===== config.mk =====
export PLATFORM = sky130hd
export DESIGN_NAME = lsu_mem_arbiter
export DESIGN_NICKNAME = d
export VERILOG_FILES = /design/src/rtl/lsu_mem_arbiter.sv
export SDC_FILE = /design/constraint.sdc
export NUM_CORES = 1
export LEC_CHECK = 0
export ABC_AREA = 1
export BUFFER_PORTS_ARGS = -buffer_cell sky130_fd_sc_hd__buf_2
export CORE_ASPECT_RATIO = 1.1
export CORE_UTILIZATION = 30
export CTS_BUF_LIST = sky130_fd_sc_hd__clkbuf_4
export DETAILED_ROUTE_END_ITERATION = 8
export GPL_TIMING_DRIVEN = 0
export SETUP_SLACK_MARGIN = 0.02
export SLEW_MARGIN = 20
export SYNTH_ARGS = -nofsm -noshare
export SYNTH_HDL_FRONTEND = slang
export SYNTH_SLANG_ARGS = --single-unit

===== constraint.sdc =====
create_clock -name i_clk -period 4.62 [get_ports i_clk]
set_input_delay 1.386 -clock i_clk [delete_from_list [all_inputs] [get_ports i_clk]]
set_output_delay 1.386 -clock i_clk [all_outputs]
set_load 0.01 [all_outputs]

===== src/rtl/lsu_mem_arbiter.sv =====
// Round-robin arbiter sharing one memory/LSU port between fetch (m0) and load/store (m1).
// One transaction in flight at a time: latch in IDLE, issue, wait out read latency, respond.
module lsu_mem_arbiter #(
  parameter int ADDR_W = 32,
  parameter int DATA_W = 32,
  parameter int RD_LAT = 1
) (
  input  logic              i_clk,
  input  logic              i_rst,
  input  logic              i_m0_req,
  input  logic              i_m0_wren,
  input  logic [ADDR_W-1:0] i_m0_addr,
  input  logic [DATA_W-1:0] i_m0_wdata,
  input  logic [2:0]        i_m0_funct3,
  output logic              o_m0_gnt,
  output logic              o_m0_rvalid,
  output logic [DATA_W-1:0] o_m0_rdata,
  input  logic              i_m1_req,
  input  logic              i_m1_wren,
  input  logic [ADDR_W-1:0] i_m1_addr,
  input  logic [DATA_W-1:0] i_m1_wdata,
  input  logic [2:0]        i_m1_funct3,
  output logic              o_m1_gnt,
  output logic              o_m1_rvalid,
  output logic [DATA_W-1:0] o_m1_rdata,
  output logic [ADDR_W-1:0] o_mem_addr,
  output logic              o_mem_wren,
  output logic [DATA_W-1:0] o_mem_wdata,
  output logic [2:0]        o_mem_funct3,
  input  logic [DATA_W-1:0] i_mem_rdata,
  output logic              o_busy,
  output logic              o_owner
);

  typedef enum logic [1:0] {IDLE, ISSUE, WAIT, RESP} state_t;

  state_t            state, state_nxt;
  logic [1:0]        cnt, cnt_nxt;
  logic              ptr, ptr_nxt;
  logic              take, sel_m1;

  logic              owner_p0;
  logic              wren_p0;
  logic [ADDR_W-1:0] addr_p0;
  logic [DATA_W-1:0] wdata_p0;
  logic [2:0]        funct3_p0;
  logic [DATA_W-1:0] m0_rdata_hold, m1_rdata_hold;

  // ptr=1 means m1 wins a tie; it always points at the requester not served last
  always_comb begin
    state_nxt = state;
    cnt_nxt   = cnt;
    ptr_nxt   = ptr;
    take      = 1'b0;
    sel_m1    = 1'b0;
    case (state)
      IDLE: begin
        if (i_m0_req || i_m1_req) begin
          take      = 1'b1;
          sel_m1    = i_m1_req && (!i_m0_req || ptr);
          state_nxt = ISSUE;
        end
      end
      ISSUE: begin
        ptr_nxt = ~owner_p0;
        if (wren_p0) begin
          state_nxt = IDLE;
        end else if (RD_LAT == 1) begin
          state_nxt = RESP;
        end else begin
          state_nxt = WAIT;
          cnt_nxt   = 2'(RD_LAT - 1);
        end
      end
      WAIT: begin
        if (cnt <= 2'd1) state_nxt = RESP;
        else             cnt_nxt   = cnt - 2'd1;
      end
      RESP: state_nxt = IDLE;
      default: state_nxt = IDLE;
    endcase
  end

  // stage p0: accepted request fields and per-port read-data hold
  always_ff @(posedge i_clk or negedge i_rst) begin
    if (!i_rst) begin
      state         <= IDLE;
      cnt           <= 2'd0;
      ptr           <= 1'b1;
      owner_p0      <= 1'b0;
      wren_p0       <= 1'b0;
      addr_p0       <= '0;
      wdata_p0      <= '0;
      funct3_p0     <= 3'd0;
      m0_rdata_hold <= '0;
      m1_rdata_hold <= '0;
    end else begin
      state <= state_nxt;
      cnt   <= cnt_nxt;
      ptr   <= ptr_nxt;
      if (take) begin
        owner_p0  <= sel_m1;
        wren_p0   <= sel_m1 ? i_m1_wren   : i_m0_wren;
        addr_p0   <= sel_m1 ? i_m1_addr   : i_m0_addr;
        wdata_p0  <= sel_m1 ? i_m1_wdata  : i_m0_wdata;
        funct3_p0 <= sel_m1 ? i_m1_funct3 : i_m0_funct3;
      end
      if (state == RESP) begin
        if (owner_p0) m1_rdata_hold <= i_mem_rdata;
        else          m0_rdata_hold <= i_mem_rdata;
      end
    end
  end

  always_comb begin
    o_mem_addr   = addr_p0;
    o_mem_wdata  = wdata_p0;
    o_mem_funct3 = funct3_p0;
    o_mem_wren   = (state == ISSUE) && wren_p0;
    o_m0_gnt     = (state == ISSUE) && !owner_p0;
    o_m1_gnt     = (state == ISSUE) &&  owner_p0;
    o_m0_rvalid  = (state == RESP)  && !owner_p0;
    o_m1_rvalid  = (state == RESP)  &&  owner_p0;
    o_m0_rdata   = o_m0_rvalid ? i_mem_rdata : m0_rdata_hold;
    o_m1_rdata   = o_m1_rvalid ? i_mem_rdata : m1_rdata_hold;
    o_busy       = (state != IDLE);
    o_owner      = owner_p0;
  end

endmodule


==> impl_metrics.toml <==
[flow_run]
drv_cap = 0

[clocking]
cts.repair.resized = 0
cts_buffers = 17
cts_max_path_buffers = 2
insertion_delay_ns = 0.53
htree_levels = 4
cts_sinks = 138
post_cts_buffers = 0
ctsHoldBuffers = 0
clockRootBuffer = "clkbuf_4"
cts.clk_slew.worst_paths_ns = 0.13
cts_tree = "yes"

[floorplan]
start_util = 0.308
rows = 56
io-pin-count = 310
fp.dieH_um = 157
core_area_um2 = 21400
dieArea_um2 = 22600
die_x_um = 143

[detailed_routing]
drt-total-wl_um = 21300
drtPass1Iterations = 4
route.detailed.wl_per_inst_um = 14.3
final_antenna_net_count = 0
drt_iter0_drc = 255
via_per_inst = 4.40
drcViolationCount = 0
via_count = 6572

[global_route]
grt_pass1_vias = 6431
met2_usage = 0.324
top_usage_layer = "met2"
grt_usage = 0.192
grt_max_degree = 75
antenna_found_initial = 2
overflow = 0
use_met1 = 0.222
grt_pass1_wl_um = 33000
grt_use_met3 = 0.0681

[timing]
setup_viol = 0
clock_skew_ns = 0.0196
fmax_mhz = 273
slew_headroom = 0.556
slew_viol_final = 0
worst_slew_pin_slew_ns = 0.667
final_hold_viol_count = 0
rsz0062_at_grt = "false"
min_period_over_period = 0.793
fin_ws_ns = 0.958
finalSetupTns_ns = 0
fin_crit_ns = 3.66
hold_slack_ns = 0.491

[pwr]
leakage_nw = 5.39
switching_share = 0.451
p_per_area_nw_per_um2 = 646
combPwrFrac = 0.493
switchingPower_mw = 2.57
p_int_mw = 3.14
clkPwrFrac = 0.147
seqPwrFrac = 0.360
ir_worst_vdd_mv = 0.192

[yosys]
synthArstFlopShare = 1.00
yosys-top-cells-area = "dfrtp_1 (52%), nand2_1 (15%), inv_1 (10%), nand4_1 (6.5%), nand3_1 (5.3%)"
yosysMostFrequentCell = "nand2_1"
ys_types = 21
synth_common_cells = "nand2_1 (271), inv_1 (178), dfrtp_1 (137)"
netlist_area_um2 = 6590
syn_nets = 1036
synth_top_cell_by_area = "dfrtp_1"
synth_edf_count = 0
yosysTopAreaCellShare = 0.520
synth_seq_area_share = 0.524
synth-seq-cells = 138
avgSynthCellArea_um2 = 7.64
ys.flop_type = "dfrtp_1"
yosysWarnings = 0
postSynthCellCount = 863

[placement]
dp_hpwl_um = 16400
port_buffers = 308
gp_congestion = 0.813
dp_slack_ns = 1.08

[setup_path]
path_cells = "nand3_1 > clkbuf_1 > clkbuf_1 > o21ai_0 > buf_2"
critPathLaunchType = "flip-flop"
worstPathRequired_ns = 3.23
cp_slowest_cell = "dfrtp_1"
cp_common_cell = "clkbuf_1"
path_buf_inv = 3
critPathArrivalTime_ns = 2.28
cp-end-kind = "output pin"
path_max_fanout = 10
crit_type = "flip-flop to output pin"
cpPeakStageDelay_ns = 0.46
critical_path.top_delay_family = "buffers and inverters"

[status]
status = "finished clean"

[cells_and_area]
area_growth_syn_to_layout_pct = 33.9
fin_nets = 1364
nFillCells = 2334
drive_above_1_share = 0.303

[worst_hold_path]
hold_path_class = "flip-flop to flip-flop"
[final timing paths]
kind / startpoint / to / slack (ns) / depth (start not counted)
min in group asynchronous: i_rst / m0_rdata_hold[9]$_DFFE_PN0P_ / 0.77 / 1
worst min register to register: o_mem_wdata[26]$_DFFE_PN0P_ / o_mem_wdata[26]$_DFFE_PN0P_ / 0.49 / 2
worst min-delay path: o_mem_wdata[26]$_DFFE_PN0P_ / o_mem_wdata[26]$_DFFE_PN0P_ / 0.49 / 2
max in group asynchronous: i_rst / ptr$_DFFE_PN1N_ / 3.11 / 2
worst max-delay path: state[0]$_DFFE_PN0P_ / o_m1_rdata[2] / 0.96 / 5
worst max register to register: ptr$_DFFE_PN1N_ / o_mem_wdata[5]$_DFFE_PN0P_ / 2.65 / 7
[logic make-up (layout without fill, tap and decap cells)]
| family | after synthesis | count (layout) | share of synthesized area |
|---|---|---|---|
| compound gates | 70 | 70 | 0.0543 |
| xor+xnor | 1 | 1 | 0.00133 |
| fa+ha+maj | 1 | 1 | 0.00190 |
| buf+inv | 236 | 577 | 0.140 |
| flops | 138 | 138 | 0.524 |
| other cells | 0 | 1 | 0 |
| simple gates | 417 | 417 | 0.279 |
[per-layer routing]
layer  part of all wire  wire length, um  vias up
li1                   -                -     3323
met1               0.43             9150     2946
met2               0.46             9760      264
met3              0.089             1910       37
met4              0.024              504        2
met5            0.00061               13        -
[final cells by class]
class | count | area [um2] | area share
tap | 290 | 363 | 0.0411
clock buffer | 17 | 128 | 0.0144
multi-input combinational | 489 | 2220 | 0.251
antenna | 1 | 2.50 | 0.000283
sequential | 138 | 3450 | 0.391
inverter | 179 | 672 | 0.0761
clock inverter | 15 | 166 | 0.0188
timing repair buffer | 309 | 1580 | 0.179
buffer | 57 | 249 | 0.0282
[cells in the final DEF (no fill, tap or decap), types with 3 or more instances in the layout]
| cell | count |
|---|---|
| nand2_1 | 271 |
| clkinv_4 | 3 |
| dfrtp_1 | 137 |
| inv_6 | 4 |
| nand4_1 | 68 |
| buf_2 | 323 |
| clkbuf_1 | 33 |
| o21ai_0 | 66 |
| buf_4 | 4 |
| nor2_1 | 5 |
| nand3_1 | 70 |
| inv_1 | 178 |
| buf_1 | 4 |
| clkbuf_4 | 17 |
[registers in the layout, summed over array words and instances, names as in the netlist]
signal / count
m0_rdata_hold: 32
cnt: 2
o_mem_funct3: 3
o_mem_wdata: 32
state: 2
wren_p0: 1
o_owner: 1
m1_rdata_hold: 32
o_mem_addr: 32
ptr: 1
[power by group through the flow]
stage / logic, mW / clock network, mW / registers (mW)
6_report: 2.82 / 0.838 / 2.05
5_1_grt: 3.18 / 0.926 / 2.12
4_1_cts: 2.86 / 0.877 / 2.05
3_5_place_dp: 2.86 / 0 / 2.07
3_3_place_gp: 2.82 / 0 / 2.07
2_1_floorplan: 1.45 / 0 / 2.19
[worst min-delay path, stage by stage, from the launching register on]
cell	delay (ns)
dfrtp_1	0.36
nand2_1	0.05
nand2_1	0.05
[stage by stage]
stage / power [mW] / util / cells / instance area, um2
floorplan: 3.64 / - / 863 / 6590
global placement: 4.89 / 0.396 / 1461 / 8500
detailed placement: 4.93 / 0.398 / 1462 / 8540
finish: 5.71 / 0.412 / 1495 / 8830
CTS: 5.79 / 0.412 / 1494 / 8830
global route: 6.22 / 0.412 / 1495 / 8830
Note: power is estimated with default switching activity, not from simulation.
